[src/rtl/pipeline_pkg.sv]
// Shared pipeline definitions: fetch FSM states, the IF/ID record and the
// reset/bubble constants used by the fetch stage.
package pipeline_pkg;

    localparam int               XLEN              = 32;
    localparam logic [XLEN-1:0]  TEXT_BASE_DEFAULT = 32'h0040_0000;
    localparam logic [XLEN-1:0]  NOP_INSTR         = 32'h0000_0000;  // sll $0,$0,0

    typedef enum logic [1:0] {
        BOOT  = 2'd0,
        RUN   = 2'd1,
        FAULT = 2'd2
    } fetch_state_t;

    typedef struct packed {
        logic [XLEN-1:0] instruction;
        logic [XLEN-1:0] pc_plus4;
        logic            valid;
    } ifid_t;

    function automatic ifid_t bubble_ifid();
        ifid_t b;
        b.instruction = NOP_INSTR;
        b.pc_plus4    = '0;
        b.valid       = 1'b0;
        return b;
    endfunction

endpackage

[src/rtl/instruction_fetch_unit_if.sv]
// Fetch-stage bus: hazard/redirect controls and ROM data in, PC and IF/ID
// register contents out. The fetch unit is the slave side.
interface instruction_fetch_unit_if
    import pipeline_pkg::*;
#(
    parameter int DATA_WIDTH = XLEN
);
    logic                  Stall_i;
    logic                  Flush_i;
    logic                  Redirect_i;
    logic [DATA_WIDTH-1:0] Redirect_Target_i;
    logic [DATA_WIDTH-1:0] Instruction_i;
    logic [DATA_WIDTH-1:0] Address_o;
    logic [DATA_WIDTH-1:0] IF_Instruction_o;
    logic [DATA_WIDTH-1:0] IF_PC_Plus4_o;
    logic                  IF_Valid_o;
    logic                  Fault_o;
    logic [DATA_WIDTH-1:0] Fault_Addr_o;

    modport master (
        output Stall_i, Flush_i, Redirect_i, Redirect_Target_i, Instruction_i,
        input  Address_o, IF_Instruction_o, IF_PC_Plus4_o, IF_Valid_o,
               Fault_o, Fault_Addr_o
    );

    modport slave (
        input  Stall_i, Flush_i, Redirect_i, Redirect_Target_i, Instruction_i,
        output Address_o, IF_Instruction_o, IF_PC_Plus4_o, IF_Valid_o,
               Fault_o, Fault_Addr_o
    );
endinterface

[src/rtl/fetch_window_check.sv]
// Combinational text-window test: an address is legal when word aligned and
// inside [TEXT_BASE, TEXT_BASE + 4*MEMORY_DEPTH).
module fetch_window_check #(
    parameter int                    DATA_WIDTH   = 32,
    parameter int                    MEMORY_DEPTH = 64,
    parameter logic [DATA_WIDTH-1:0] TEXT_BASE    = 32'h0040_0000
) (
    input  logic [DATA_WIDTH-1:0] addr,
    output logic                  legal
);
    // One extra bit so a window ending at the top of the address space cannot wrap.
    localparam logic [DATA_WIDTH:0] base_ext  = {1'b0, TEXT_BASE};
    localparam logic [DATA_WIDTH:0] limit_ext = base_ext + (DATA_WIDTH+1)'(4 * MEMORY_DEPTH);

    logic [DATA_WIDTH:0] addr_ext;

    assign addr_ext = {1'b0, addr};
    assign legal    = (addr[1:0] == 2'b00) && (addr_ext >= base_ext) && (addr_ext < limit_ext);

endmodule

[src/rtl/instruction_fetch_unit.sv]
// MIPS fetch stage: PC register, BOOT/RUN/FAULT control and the IF/ID
// pipeline register feeding decode.
module instruction_fetch_unit
    import pipeline_pkg::*;
#(
    parameter int                    MEMORY_DEPTH = 64,
    parameter int                    DATA_WIDTH   = XLEN,
    parameter logic [DATA_WIDTH-1:0] TEXT_BASE    = TEXT_BASE_DEFAULT
) (
    input  logic                     clk,
    input  logic                     reset,
    instruction_fetch_unit_if.slave  bus
);
    fetch_state_t          state_q, state_d;
    logic [DATA_WIDTH-1:0] pc_q, pc_d;
    logic [DATA_WIDTH-1:0] fault_addr_q, fault_addr_d;
    ifid_t                 ifid_q, ifid_d;
    logic [DATA_WIDTH-1:0] pc_plus4;
    logic                  target_legal;
    logic                  next_legal;

    assign pc_plus4 = pc_q + DATA_WIDTH'(4);

    fetch_window_check #(
        .DATA_WIDTH   (DATA_WIDTH),
        .MEMORY_DEPTH (MEMORY_DEPTH),
        .TEXT_BASE    (TEXT_BASE)
    ) u_target_check (
        .addr  (bus.Redirect_Target_i),
        .legal (target_legal)
    );

    fetch_window_check #(
        .DATA_WIDTH   (DATA_WIDTH),
        .MEMORY_DEPTH (MEMORY_DEPTH),
        .TEXT_BASE    (TEXT_BASE)
    ) u_next_check (
        .addr  (pc_plus4),
        .legal (next_legal)
    );

    // NOTE: sequential state uses non-blocking assignments so every flop samples
    // the pre-edge value of the others, independent of statement order.
    always_ff @(posedge clk or posedge reset) begin
        if (reset) begin
            state_q      <= BOOT;
            pc_q         <= TEXT_BASE;
            fault_addr_q <= '0;
            ifid_q       <= bubble_ifid();
        end else begin
            state_q      <= state_d;
            pc_q         <= pc_d;
            fault_addr_q <= fault_addr_d;
            ifid_q       <= ifid_d;
        end
    end

    always_comb begin
        // NOTE: every output of this block gets a default up front; a path that
        // skipped one would otherwise infer a latch.
        state_d      = state_q;
        pc_d         = pc_q;
        fault_addr_d = fault_addr_q;
        ifid_d       = ifid_q;

        case (state_q)
            BOOT: begin
                ifid_d  = bubble_ifid();
                state_d = RUN;
            end

            RUN: begin
                if (bus.Redirect_i) begin
                    ifid_d = bubble_ifid();
                    if (target_legal) begin
                        pc_d = bus.Redirect_Target_i;
                    end else begin
                        state_d      = FAULT;
                        fault_addr_d = bus.Redirect_Target_i;
                    end
                end else if (bus.Flush_i) begin
                    ifid_d = bubble_ifid();
                    if (next_legal) begin
                        pc_d = pc_plus4;
                    end else begin
                        state_d      = FAULT;
                        fault_addr_d = pc_plus4;
                    end
                end else if (!bus.Stall_i) begin
                    // The current PC is always legal, so its instruction is kept
                    // even when the following address falls off the window.
                    ifid_d.instruction = bus.Instruction_i;
                    ifid_d.pc_plus4    = pc_plus4;
                    ifid_d.valid       = 1'b1;
                    if (next_legal) begin
                        pc_d = pc_plus4;
                    end else begin
                        state_d      = FAULT;
                        fault_addr_d = pc_plus4;
                    end
                end
            end

            FAULT: begin
                ifid_d = bubble_ifid();
            end

            default: begin
                state_d = FAULT;
                ifid_d  = bubble_ifid();
            end
        endcase
    end

    assign bus.Address_o        = pc_q;
    assign bus.IF_Instruction_o = ifid_q.instruction;
    assign bus.IF_PC_Plus4_o    = ifid_q.pc_plus4;
    assign bus.IF_Valid_o       = ifid_q.valid;
    assign bus.Fault_o          = (state_q == FAULT);
    assign bus.Fault_Addr_o     = fault_addr_q;

endmodule

[src/flat_wrapper.sv]
// flat-port wrapper written by rule: the top's interface ports become plain ports
module instruction_fetch_unit_flat import pipeline_pkg::*;
#(
    parameter int                    MEMORY_DEPTH = 64,
    parameter int                    DATA_WIDTH   = XLEN,
    parameter logic [DATA_WIDTH-1:0] TEXT_BASE    = TEXT_BASE_DEFAULT
)
  (clk, reset, bus_Stall_i, bus_Flush_i, bus_Redirect_i, bus_Redirect_Target_i, bus_Instruction_i, bus_Address_o, bus_IF_Instruction_o, bus_IF_PC_Plus4_o, bus_IF_Valid_o, bus_Fault_o, bus_Fault_Addr_o);
  instruction_fetch_unit_if #(.DATA_WIDTH(DATA_WIDTH)) bus_i ();
  input  logic clk;
  input  logic reset;
  input wire logic [$bits(bus_i.Stall_i)-1:0] bus_Stall_i;
  input wire logic [$bits(bus_i.Flush_i)-1:0] bus_Flush_i;
  input wire logic [$bits(bus_i.Redirect_i)-1:0] bus_Redirect_i;
  input wire logic [$bits(bus_i.Redirect_Target_i)-1:0] bus_Redirect_Target_i;
  input wire logic [$bits(bus_i.Instruction_i)-1:0] bus_Instruction_i;
  output wire logic [$bits(bus_i.Address_o)-1:0] bus_Address_o;
  output wire logic [$bits(bus_i.IF_Instruction_o)-1:0] bus_IF_Instruction_o;
  output wire logic [$bits(bus_i.IF_PC_Plus4_o)-1:0] bus_IF_PC_Plus4_o;
  output wire logic [$bits(bus_i.IF_Valid_o)-1:0] bus_IF_Valid_o;
  output wire logic [$bits(bus_i.Fault_o)-1:0] bus_Fault_o;
  output wire logic [$bits(bus_i.Fault_Addr_o)-1:0] bus_Fault_Addr_o;
  assign bus_i.Stall_i = bus_Stall_i;
  assign bus_i.Flush_i = bus_Flush_i;
  assign bus_i.Redirect_i = bus_Redirect_i;
  assign bus_i.Redirect_Target_i = bus_Redirect_Target_i;
  assign bus_i.Instruction_i = bus_Instruction_i;
  assign bus_Address_o = bus_i.Address_o;
  assign bus_IF_Instruction_o = bus_i.IF_Instruction_o;
  assign bus_IF_PC_Plus4_o = bus_i.IF_PC_Plus4_o;
  assign bus_IF_Valid_o = bus_i.IF_Valid_o;
  assign bus_Fault_o = bus_i.Fault_o;
  assign bus_Fault_Addr_o = bus_i.Fault_Addr_o;
  instruction_fetch_unit #(.MEMORY_DEPTH(MEMORY_DEPTH), .DATA_WIDTH(DATA_WIDTH), .TEXT_BASE(TEXT_BASE)) u_core (.clk(clk), .reset(reset), .bus(bus_i));
endmodule
[config.mk]
export PLATFORM = sky130hd
export DESIGN_NAME = instruction_fetch_unit_flat
export DESIGN_NICKNAME = d
export VERILOG_FILES = /design/src/rtl/pipeline_pkg.sv /design/src/rtl/instruction_fetch_unit_if.sv /design/src/rtl/fetch_window_check.sv /design/src/rtl/instruction_fetch_unit.sv /design/src/flat_wrapper.sv
export SDC_FILE = /design/constraint.sdc
export NUM_CORES = 1
export LEC_CHECK = 0
export ABC_AREA = 1
export BUFFER_PORTS_ARGS = -buffer_cell sky130_fd_sc_hd__buf_2
export CORE_ASPECT_RATIO = 0.9
export CORE_MARGIN = 2
export CORE_UTILIZATION = 55
export CTS_BUF_LIST = sky130_fd_sc_hd__clkbuf_8
export CTS_CLUSTER_SIZE = 10
export DETAILED_ROUTE_END_ITERATION = 8
export PLACE_DENSITY = 0.85
export SETUP_SLACK_MARGIN = 0.02
export SKIP_CTS_REPAIR_TIMING = 1
export SYNTH_ARGS = -nofsm -noshare
export SYNTH_HDL_FRONTEND = slang
export SYNTH_SLANG_ARGS = --single-unit
[constraint.sdc]
create_clock -name clk -period 7.33 [get_ports clk]
set_input_delay 0.733 -clock clk [delete_from_list [all_inputs] [get_ports clk]]
set_output_delay 0.733 -clock clk [all_outputs]
set_load 0.05 [all_outputs]
==> results.ini <==
[logic_synthesis]
ys_seq_area_frac=0.527
synth_nets=824
synth_flop_cell=dfrtp_1
yosys.cell_types.count=31
synth_area_mm2=0.00622
async_flop_share=1.00
synthCells=754
synth_area_leader_cell=dfrtp_1
synth_seq_cells=131
yosys.area.top_type_share=0.523
synth-edff-count=0
synth_area_leaders=dfrtp_1 52%, nand2_1 14%, a22o_1 5.6%, o21ai_0 4.2%, nand4_1 4.0%
syn_avg_cell_area_um2=8.25
ys_warn_count=0

[clocking]
clk_latency_ns=0.44
htree_levels=4
clock-root-buffer=clkbuf_8
cts_sinks=131
ctsLongestPathBuffers=2
clkTransAtPathRegs_ns=0.08
cts_tree=done
numCtsBuffers=17

[setup_path]
crit_cells=13
worstSetupPathType=reg -> reg
r2r_setup_slack_ns=3.62
crit_chain=ha_1 > inv_1 > nor2_2 > nand3_1 > nor2_1 > xor2_1 > nand2_1 > nor2_1 > nand3_2 > nand2_2 > nand2_2 > nand2_1 > nand2_1
crit_start=u_core.bus.Address_o[2]
crit_path_end=u_core.bus.Address_o[3]
slowest_stage=nand2_2
cpMostUsedCell=nand2_1
cp_max_fo=34
crit_family=simple AND/OR/NAND/NOR gates
cp_slowest_stage_delay_ns=0.77
reg2regPathDepth=13
start_kind=flip-flop
endpoint_kind=flip-flop
required_ns=7.65
timing.rr.end=u_core.bus.Address_o[3]
critPathArrivalTime_ns=4.03
path_buf_inv=1
r2r-start=u_core.bus.Address_o[2]

[layout]
multi_input_area_mm2=0.00253
num-nets-final=1009
final_common_cell=nand2_1
nFillCells=911
drive_above_1_share=0.266
syn_to_final_growth_pct=23.2
final_cell_mix=237 x nand2_1, 198 x buf_2, 130 x dfrtp_1
diodes=0
final_area_mm2=0.00767
regArea_mm2=0.00328

[timing]
rsz0062_at_grt=false
setup_ws_ns=3.62
clock.fmax_mhz=270
setup-tns-final_ns=0
relSlewSlack=0.424
finalHoldViolCount=0
post-route-period-util=0.506
maxSlewViolCount=0
tightestPinTransition_ns=0.864
skew_ns=0.0162
fin_crit_ns=3.71
setup_viol=0

[routing]
ant_nets=0
remaining_drc_errors=0
drtPass1Iterations=6
wire_per_inst_um=16.7
routed_via_density=5.54
num_vias=6116
drtIter0Drc=615
routed_wl_um=18500

[die]
start_util=0.569
row_count=36
die_area_mm2=0.0122
die_w_um=116
num_io_pins=199
fp.dieH_um=105
core-area_mm2=0.0109

[power]
leakage_nw=4.50
powerDensity_mw_per_mm2=180
ir_drop_v=0.000122

[place]
hpwl_um=13300
io_buffers=198
dp_slack_ns=3.60
place_congestion=0.951
dpl_cell_area_mm2=0.00728

[global_routing]
overflow=0
grt_max_degree=71
grt_pass1_vias=5658
grt_pass1_wl_um=29100
grtUsageTotal=0.310
antenna_found_initial=0

[job]
drv_cap=0

[outcome]
status=completed

[min_path]
min_path_type=in -> async

[where the power goes]
group          switching [mW]  leakage [nW]  total (mW)  internal (mW)
logic                  0.0363          2.61      0.0547         0.0184
clock network           0.301         0.190       0.606          0.305
registers                   0          1.70       0.722          0.722
total                   0.337          4.50        1.38           1.05
[synthesized netlist by cell type (2+ instances only)]
| master | instances |
|---|---|
| nor3_1 | 3 |
| nand3_1 | 29 |
| nor2_1 | 63 |
| inv_1 | 63 |
| clkbuf_1 | 28 |
| xor2_1 | 3 |
| nand3_2 | 2 |
| nand2_1 | 237 |
| o21ai_0 | 52 |
| nor4_1 | 3 |
| nor2_2 | 5 |
| a21oi_1 | 24 |
| xnor2_1 | 4 |
| dfrtp_1 | 130 |
| o21ai_1 | 2 |
| buf_6 | 4 |
| nand4_1 | 40 |
| buf_1 | 3 |
| a31oi_1 | 3 |
| nand2_2 | 5 |
| buf_4 | 2 |
| a22o_1 | 40 |
[flip-flops by register name, indices dropped and copies added, names as in the netlist]
name and count:
u_core.bus.IF_PC_Plus4_o 32, u_core.bus.Address_o 32, u_core.bus.Fault_Addr_o 32, u_core.state_q 2, u_core.bus.IF_Instruction_o 32, u_core.bus.IF_Valid_o 1
[metrics by stage]
stage	std cells	hold slack [ns]	power (mW)	util
global placement	1072	0.450	0.790	0.665
detailed placement	1072	0.458	0.790	0.665
floorplan	754	0.471	0.761	-
global route	1103	0.496	1.43	0.700
finish	1103	0.443	1.38	0.700
CTS	1103	0.468	1.39	0.700
[metal layers]
metal  up-vias  track usage  routed length [µm]
met5         -            0                   0
met4         0        0.109                 500
met3        39       0.0812                1810
met2       357        0.447                8370
met1      2866        0.455                7790
li1       2854            -                   -
[final cells by class]
class	instances	share of cell area
clock buffers	17	0.0305
clock inverters	14	0.0204
inverters	65	0.0322
multi-input cells	521	0.330
flip-flops and latches	131	0.428
well taps	152	0.0248
repair buffers	203	0.134
[worst min-delay path by stage]
stage,start,end,cells past startpoint
floorplan,u_core.state_q[1],u_core.state_q[1],2
global placement,u_core.bus.Fault_Addr_o[8],u_core.bus.Fault_Addr_o[8],2
detailed placement,u_core.bus.Fault_Addr_o[31],u_core.bus.Fault_Addr_o[31],2
CTS,reset,u_core.bus.IF_Instruction_o[30],2
global route,reset,u_core.bus.IF_Instruction_o[9],2
finish,reset,u_core.bus.IF_Instruction_o[7],2
[kinds of logic (layout without fill, tap and decap cells)]
kind of cell | Yosys count | after routing | share of synthesized area
adder cells (fa/ha/maj) | 1 | 1 | 0.00201
XOR/XNOR | 7 | 7 | 0.00985
buffers and inverters | 102 | 299 | 0.0675
AND/OR/NAND/NOR | 390 | 390 | 0.269
flip-flops | 131 | 131 | 0.527
AO/OA/AOI/OAI | 123 | 123 | 0.124
(Power assumes the default switching activity.)
